File: src/rtl/aes_pkg.sv
// Shared AES datapath types and the column-major byte accessor.
// Also holds the state encoding for the one-entry skid register.
package aes_pkg;

  localparam int AES_W = 128;

  typedef logic [127:0] aes_state_t;
  typedef logic [7:0]   aes_byte_t;

  typedef enum logic [1:0] {
    SB_EMPTY = 2'd0,
    SB_FULL  = 2'd1,
    SB_SKID  = 2'd2
  } skid_state_e;

  // Byte 0 is the most significant byte (AES column-major order).
  function automatic aes_byte_t get_byte(input aes_state_t s, input int unsigned idx);
    return 8'(s >> (8 * (15 - idx)));
  endfunction

endpackage

File: src/rtl/ark_skid_buffer.sv
// Generic valid/ready stage with one main register and one skid entry.
// in_ready is decoded from the state flops only, so out_ready never reaches it combinationally.
//
// state    | meaning
// ---------+-----------------------------------------------
// SB_EMPTY | nothing held, out_valid=0, in_ready=1
// SB_FULL  | main register valid, skid empty, in_ready=1
// SB_SKID  | main and skid both valid, in_ready=0
module ark_skid_buffer
  import aes_pkg::*;
#(
  parameter int DW = AES_W
) (
  input  logic          clk,
  input  logic          rst,
  input  logic          in_valid,
  output logic          in_ready,
  input  logic [DW-1:0] in_data,
  output logic          out_valid,
  input  logic          out_ready,
  output logic [DW-1:0] out_data
);

  skid_state_e   state_q, state_d;
  logic [DW-1:0] main_q, main_d;
  logic [DW-1:0] skid_q, skid_d;
  logic          in_xfer;
  logic          out_xfer;

  always_ff @(posedge clk) begin
    if (rst) begin
      state_q <= SB_EMPTY;
      main_q  <= '0;
      skid_q  <= '0;
    end else begin
      state_q <= state_d;
      main_q  <= main_d;
      skid_q  <= skid_d;
    end
  end

  always_comb begin
    state_d  = state_q;
    main_d   = main_q;
    skid_d   = skid_q;
    in_xfer  = in_valid && in_ready;
    out_xfer = out_valid && out_ready;
    case (state_q)
      SB_EMPTY: begin
        if (in_xfer) begin
          state_d = SB_FULL;
          main_d  = in_data;
        end
      end
      SB_FULL: begin
        if (in_xfer && out_xfer) begin
          main_d = in_data;
        end else if (in_xfer) begin
          state_d = SB_SKID;
          skid_d  = in_data;
        end else if (out_xfer) begin
          state_d = SB_EMPTY;
        end
      end
      SB_SKID: begin
        // Skid holds the younger beat; it moves up once the main beat leaves.
        if (out_xfer) begin
          state_d = SB_FULL;
          main_d  = skid_q;
        end
      end
      default: state_d = SB_EMPTY;
    endcase
  end

  always_comb begin
    in_ready  = (state_q != SB_SKID);
    out_valid = (state_q != SB_EMPTY);
    out_data  = main_q;
  end

endmodule

File: src/rtl/add_round_key.sv
// AES AddRoundKey: state XOR round key, exposed both combinationally
// and through an optional registered valid/ready stream stage.
module add_round_key
  import aes_pkg::*;
#(
  parameter int W    = AES_W,
  parameter int PIPE = 1
) (
  input  logic         clk,
  input  logic         rst,
  input  logic [W-1:0] state,
  input  logic [W-1:0] round_key,
  output logic [W-1:0] new_state,
  input  logic         in_valid,
  output logic         in_ready,
  output logic         out_valid,
  input  logic         out_ready,
  output logic [W-1:0] out_state
);

  assign new_state = state ^ round_key;

  if (PIPE != 0) begin : g_pipe
    ark_skid_buffer #(.DW(W)) u_skid (
      .clk       (clk),
      .rst       (rst),
      .in_valid  (in_valid),
      .in_ready  (in_ready),
      .in_data   (new_state),
      .out_valid (out_valid),
      .out_ready (out_ready),
      .out_data  (out_state)
    );
  end else begin : g_bypass
    assign out_state = new_state;
    assign out_valid = in_valid;
    assign in_ready  = out_ready;
  end

endmodule

File: config.mk
export PLATFORM = sky130hd
export DESIGN_NAME = add_round_key
export DESIGN_NICKNAME = d
export VERILOG_FILES = /design/src/rtl/aes_pkg.sv /design/src/rtl/ark_skid_buffer.sv /design/src/rtl/add_round_key.sv
export SDC_FILE = /design/constraint.sdc
export NUM_CORES = 1
export LEC_CHECK = 0
export BUFFER_PORTS_ARGS = -buffer_cell sky130_fd_sc_hd__buf_2
export CORE_AREA = 5 5 200 202
export CTS_CLUSTER_DIAMETER = 30
export DETAILED_ROUTE_END_ITERATION = 6
export DIE_AREA = 0 0 205 207
export GPL_ROUTABILITY_DRIVEN = 0
export SYNTH_ARGS = -nofsm -noshare
export SYNTH_HDL_FRONTEND = slang
export SYNTH_HIERARCHICAL = 1
export SYNTH_SLANG_ARGS = --single-unit
File: constraint.sdc
create_clock -name clk -period 1.9 [get_ports clk]
set_input_delay 0 -clock clk [delete_from_list [all_inputs] [get_ports clk]]
set_output_delay 0 -clock clk [all_outputs]
set_load 0.1 [all_outputs]
# == Word-level counts from Yosys, hierarchy flattened ==
# Index checks and enable logic that the tools add are counted.
# word_totals
regBits,258
latchBits,0
ram_bits,0
rom_bits,0
input_bits,260
out_inout_bits,258
elab_cells,32
memories,0
# classes
addsub,0
n_mul,0
n_div,0
magnitude_cmp,0
eq_ne,8
shifts,0
mux,10
n_bitwise,2
n_reduce_logical,9
# ops
op,n
$mux W128,3
$pmux W128 S3,1
$xor A128 B128 Y128,1
$mux W2,5
$reduce_and A4 Y1,2
$ne A2 B1 Y1 const B,3
$pmux W2 S3,1
$ne A2 B2 Y1 const B,2
$logic_and A1 B1 Y1,3
$ne A3 B1 Y1 const B,1
$reduce_and A3 Y1,1
$reduce_bool A3 Y1,1
$eq A2 B1 Y1 const B,1
$eq A2 B2 Y1 const B,1
$logic_not A2 Y1,1
$reduce_bool A2 Y1,1
$not A1 Y1,1

# == Depth between registers and ports, before layout ==
# depth
depth_word,6
ltp_mapped,6
ltp_nobuf,3

# == By module ==
# The synthesis kept the hierarchy.
# by_module_without_submodules
mod,instances,cells_each,area_per_inst_um2,seq_area_each_um2
ark_skid_buffer,1,1170,10686.5,5165.0
add_round_key,1,128,1121.1,0.0

# == Least setup slack after synthesis ==
# OpenSTA, ideal clock, no wires.
# synth_path
path_kind,input-to-reg
start,in round_key[0]
end,reg g_pipe.u_skid.main_q[0] (netlist: g_pipe.u_skid/out_data[0])
setup_ns,0.086
t_arrival_ns,1.942
required_ns,1.814
setup_slack_ns,-0.128
cell_stages,3
path_buffers,0
cell_sequence,xor2_1 mux2i_1 a211oi_1
# synth_between
elab_chain_len,3
word_cells_on_any_way,4
cone_classes,mux (3); bitwise (1)
# synth_rtl
element,line_no,text
from (decl),add_round_key.sv:12,"input logic [W-1:0] round_key,"
$xor A128 B128 Y128 *,add_round_key.sv:21,assign new_state = state ^ round_key;
$mux W128 (on tied branches),"ark_skid_buffer.sv:56, ark_skid_buffer.sv:50",
$pmux W128 S3 *,ark_skid_buffer.sv:48,case (state_q)
to (signal assigned),ark_skid_buffer.sv:37,main_q <= main_d;
to (decl),ark_skid_buffer.sv:25,"logic [DW-1:0] main_q, main_d;"
# Every way passes the cells marked *; elsewhere a longest branch is shown, timed or not. The select of a mux whose other input is x is not followed.
# A chain may end at the register's enable or synchronous reset.

# == Worst setup path in the final report ==
# layout_path
start,reg g_pipe.u_skid.state_q[0]
end,out in_ready
# layout_between
elab_chain_len,1
# layout_rtl
element,line_no,text
from (decl),ark_skid_buffer.sv:24,"skid_state_e state_q, state_d;"
from (signal assigned),ark_skid_buffer.sv:36,state_q <= state_d;
$ne A2 B2 Y1,ark_skid_buffer.sv:77,in_ready = (state_q != SB_SKID);
to (decl),add_round_key.sv:15,"output logic in_ready,"
# No other way between the ends.

==> run metrics <==
Worst path depth 3; WL final 45.80 mm; Sink Count 258; Net Sw Frac 37.29%; most common cell after layout, fill and taps aside buf_2; internal power 0.01567 W; core footprint 0.03811 sq mm; drt drc 0; Clock Pin Slew Worst Setup and Hold Paths 0.04 ns; syn avg cell area 9.097 sq um; synth warn 6; FMAX 591.9 MHz; Clock power frac 45.8%; initial antenna violation count 1; cell family with most CP delay buffers and inverters; worst-path fanout max 29; DIE HEIGHT 207 um; drt via density 4.828; Mapped Area 0.01181 sq mm; Final Hold Fails 0; initial drt markers 550; worst slew pin tran 0.7490 ns; pre-CTS WS 0.04554 ns; synthesized flop and latch total 258; register area share after synthesis 43.74%; die area 0.04244 sq mm; R2R Path Start g_pipe.u_skid/state_q[0]$_SDFFE_PP0P_; Initial Util 30.99%; min cycle time layout 1.690 ns; Buf+Inv Stages, Crit Path 2; dpl hpwl 28.97 mm; layout cells sized above 1 38.52%; CP Class reg2out; CTS Buf Count 67; CP Launch Type flop; Max Root-Sink Buffers 3; Syn-to-layout area delta 77.45%; library cells used by synthesis 22; fin crit share 88.92%; I/O Buffers 517; max-cap viol count 0; H-tree depth 3; R2R Path End g_pipe.u_skid/out_data[24]$_SDFFE_PP0P_; Total GRT Usage 20.90%; max_slew headroom 50.07%; Max rail drop VDD 0.0008855 V; clk root buf clkbuf_16; Cell Pwr Density 1193 mW/mm^2; hold slack 0.03726 ns; TNS Setup 0 ns; setup ws final 0.2105 ns; Hold Path Class in2reg; Worst Reg-to-Reg Cells 4; Slew Limit Fails 0; Fillers 3,288; most numerous cell on the critical path buf_12; R2R Setup Slk 0.26 ns; die width 205 um; routed len/inst 17.44 um; Setup Skew 0.01551 ns; Crit path required time 1.90 ns; fin nets 2,315; routed vias 12.68k; Core Util, Final 54.98%; CP arrival 1.69 ns; Logic pwr share 30.2%; Post-Syn Nets 1,558; vias in the first global route 13.52k; clk_lat worst skew 0.56 ns; pin count of the biggest net entering global routing 86; DR pass1 iterations 5; crit end category primary output; CP max stage delay 0.43 ns; RSZ-0062 raised after global routing no; io pins 518; Rows 72; CP endpoint in_ready; Critical Path Start g_pipe.u_skid/state_q[0]$_SDFFE_PP0P_; status finished, final reports clean; P_sw 0.009322 W; endpoints failing setup 0; Setup Buffers After CTS 0; final instance area 0.02095 sq mm; first-pass GRT wire length 73.00 mm; DP Area 0.01603 sq mm; Cell Chain, Critical Path nand2b_4 > buf_12 > buf_12; leakage 9.479 nW; cell count after synthesis 1,298; Critical-path top delay cell dfxtp_2; commonest cells after routing, fill and taps aside 515 x buf_2, 258 x dlygate4sd3_1, 257 x nand2_1; remaining global-route overflow 0; TritonCTS clock tree yes; ANT nets after route 0; sequential cell fraction of total power 24.0%
-- worst min-delay path by stage --
stage	depth (start not counted)	startpoint	slack, ns	to
final	2	rst	0.04	g_pipe.u_skid/skid_q[127]$_SDFFE_PP0P_
after floorplan	2	out_ready	0.18	g_pipe.u_skid/state_q[1]$_SDFFE_PP0P_
after global placement	4	state[111]	0.32	g_pipe.u_skid/skid_q[111]$_SDFFE_PP0P_
after CTS	4	state[64]	0.01	g_pipe.u_skid/out_data[64]$_SDFFE_PP0P_
after detailed placement	4	state[86]	0.33	g_pipe.u_skid/skid_q[86]$_SDFFE_PP0P_
after global routing	4	state[64]	0.04	g_pipe.u_skid/out_data[64]$_SDFFE_PP0P_
-- cell type report --
type	instances	area [sq um]	area share, %
flip-flops and latches	258	5167	24.66
multi-input cells	912	7064	33.72
repair buffers	816	5747	27.43
diodes	1	2.502	0.01194
well taps	518	648.1	3.093
clock buffers	86	1889	9.017
clock inverters	36	434.2	2.072
-- metal layers --
| metal | global-route usage [%] | wire length, um |
|---|---|---|
| met2 | 36.89 | 23630 |
| met4 | 7.277 | 1202 |
| met1 | 24.69 | 18420 |
| met3 | 5.020 | 2550 |
| met5 | 0 | 0 |
-- Yosys cell counts --
| cell | n | area share [%] |
|---|---|---|
| and3b_1 | 1 | 0.074 |
| or3b_1 | 1 | 0.074 |
| xor2_1 | 128 | 9.5 |
| mux2i_1 | 128 | 11 |
| nor2b_1 | 1 | 0.053 |
| nor2_1 | 1 | 0.032 |
| o21bai_1 | 1 | 0.064 |
| nand4bb_1 | 1 | 0.095 |
| o21a_1 | 1 | 0.064 |
| nand2_1 | 257 | 8.2 |
| clkbuf_1 | 51 | 1.6 |
| buf_2 | 63 | 2.7 |
| buf_4 | 12 | 0.76 |
| buf_1 | 2 | 0.064 |
| nor4bb_1 | 1 | 0.085 |
| or2_2 | 1 | 0.053 |
| a21oi_1 | 129 | 5.5 |
| and2_1 | 1 | 0.053 |
| a211oi_1 | 256 | 16 |
| a21o_1 | 2 | 0.13 |
| dfxtp_1 | 258 | 44 |
| nand2b_1 | 2 | 0.11 |
-- flip-flops by register name, summed over array words and instances (netlist names) --
signal / cells
g_pipe.u_skid/state_q: 2
g_pipe.u_skid/skid_q: 128
g_pipe.u_skid/out_data: 128
-- power groups by stage --
stage,clock network (W),registers [W],logic (W)
after global routing,0.0120,0.00602,0.00786
after detailed placement,0,0.00608,0.00695
after CTS,0.0117,0.00598,0.00756
after global placement,0,0.00607,0.00690
final,0.0115,0.00599,0.00755
after floorplan,0,0.00801,0.00349
-- per-stage QoR --
| step | std cells | power, W |
|---|---|---|
| global route | 2627 | 0.02585 |
| detailed placement | 2246 | 0.01302 |
| CTS | 2626 | 0.02522 |
| floorplan | 1298 | 0.01150 |
| finish | 2627 | 0.02500 |
| global placement | 2246 | 0.01297 |
-- logic make-up (layout without fill, tap and decap cells) --
group	Yosys count	count (layout)	share of synthesized area, %
flip-flops	258	258	43.74
AND/OR/NAND/NOR	267	267	8.795
buffers and inverters	128	938	5.118
AO/OA/AOI/OAI	389	389	22.00
multiplexers	128	128	10.85
other	0	1	0
XOR/XNOR	128	128	9.495
-- timing repair --
action | CTS | global route
setup endpoints to repair | 1 | 4
hold endpoints to repair | 256 | 0
hold buffers | 258 | 0
resized for setup | 1 | 3
pin swaps | 0 | 0
-- worst register-to-register path, cell delays in order (launching register included) --
cell and delay [ns]:
dfxtp_2 0.37, nand2b_4 0.10, buf_6 0.55, a211oi_1 0.26
a211oi_1 0.27
Note: power is estimated with default switching activity, not from simulation.
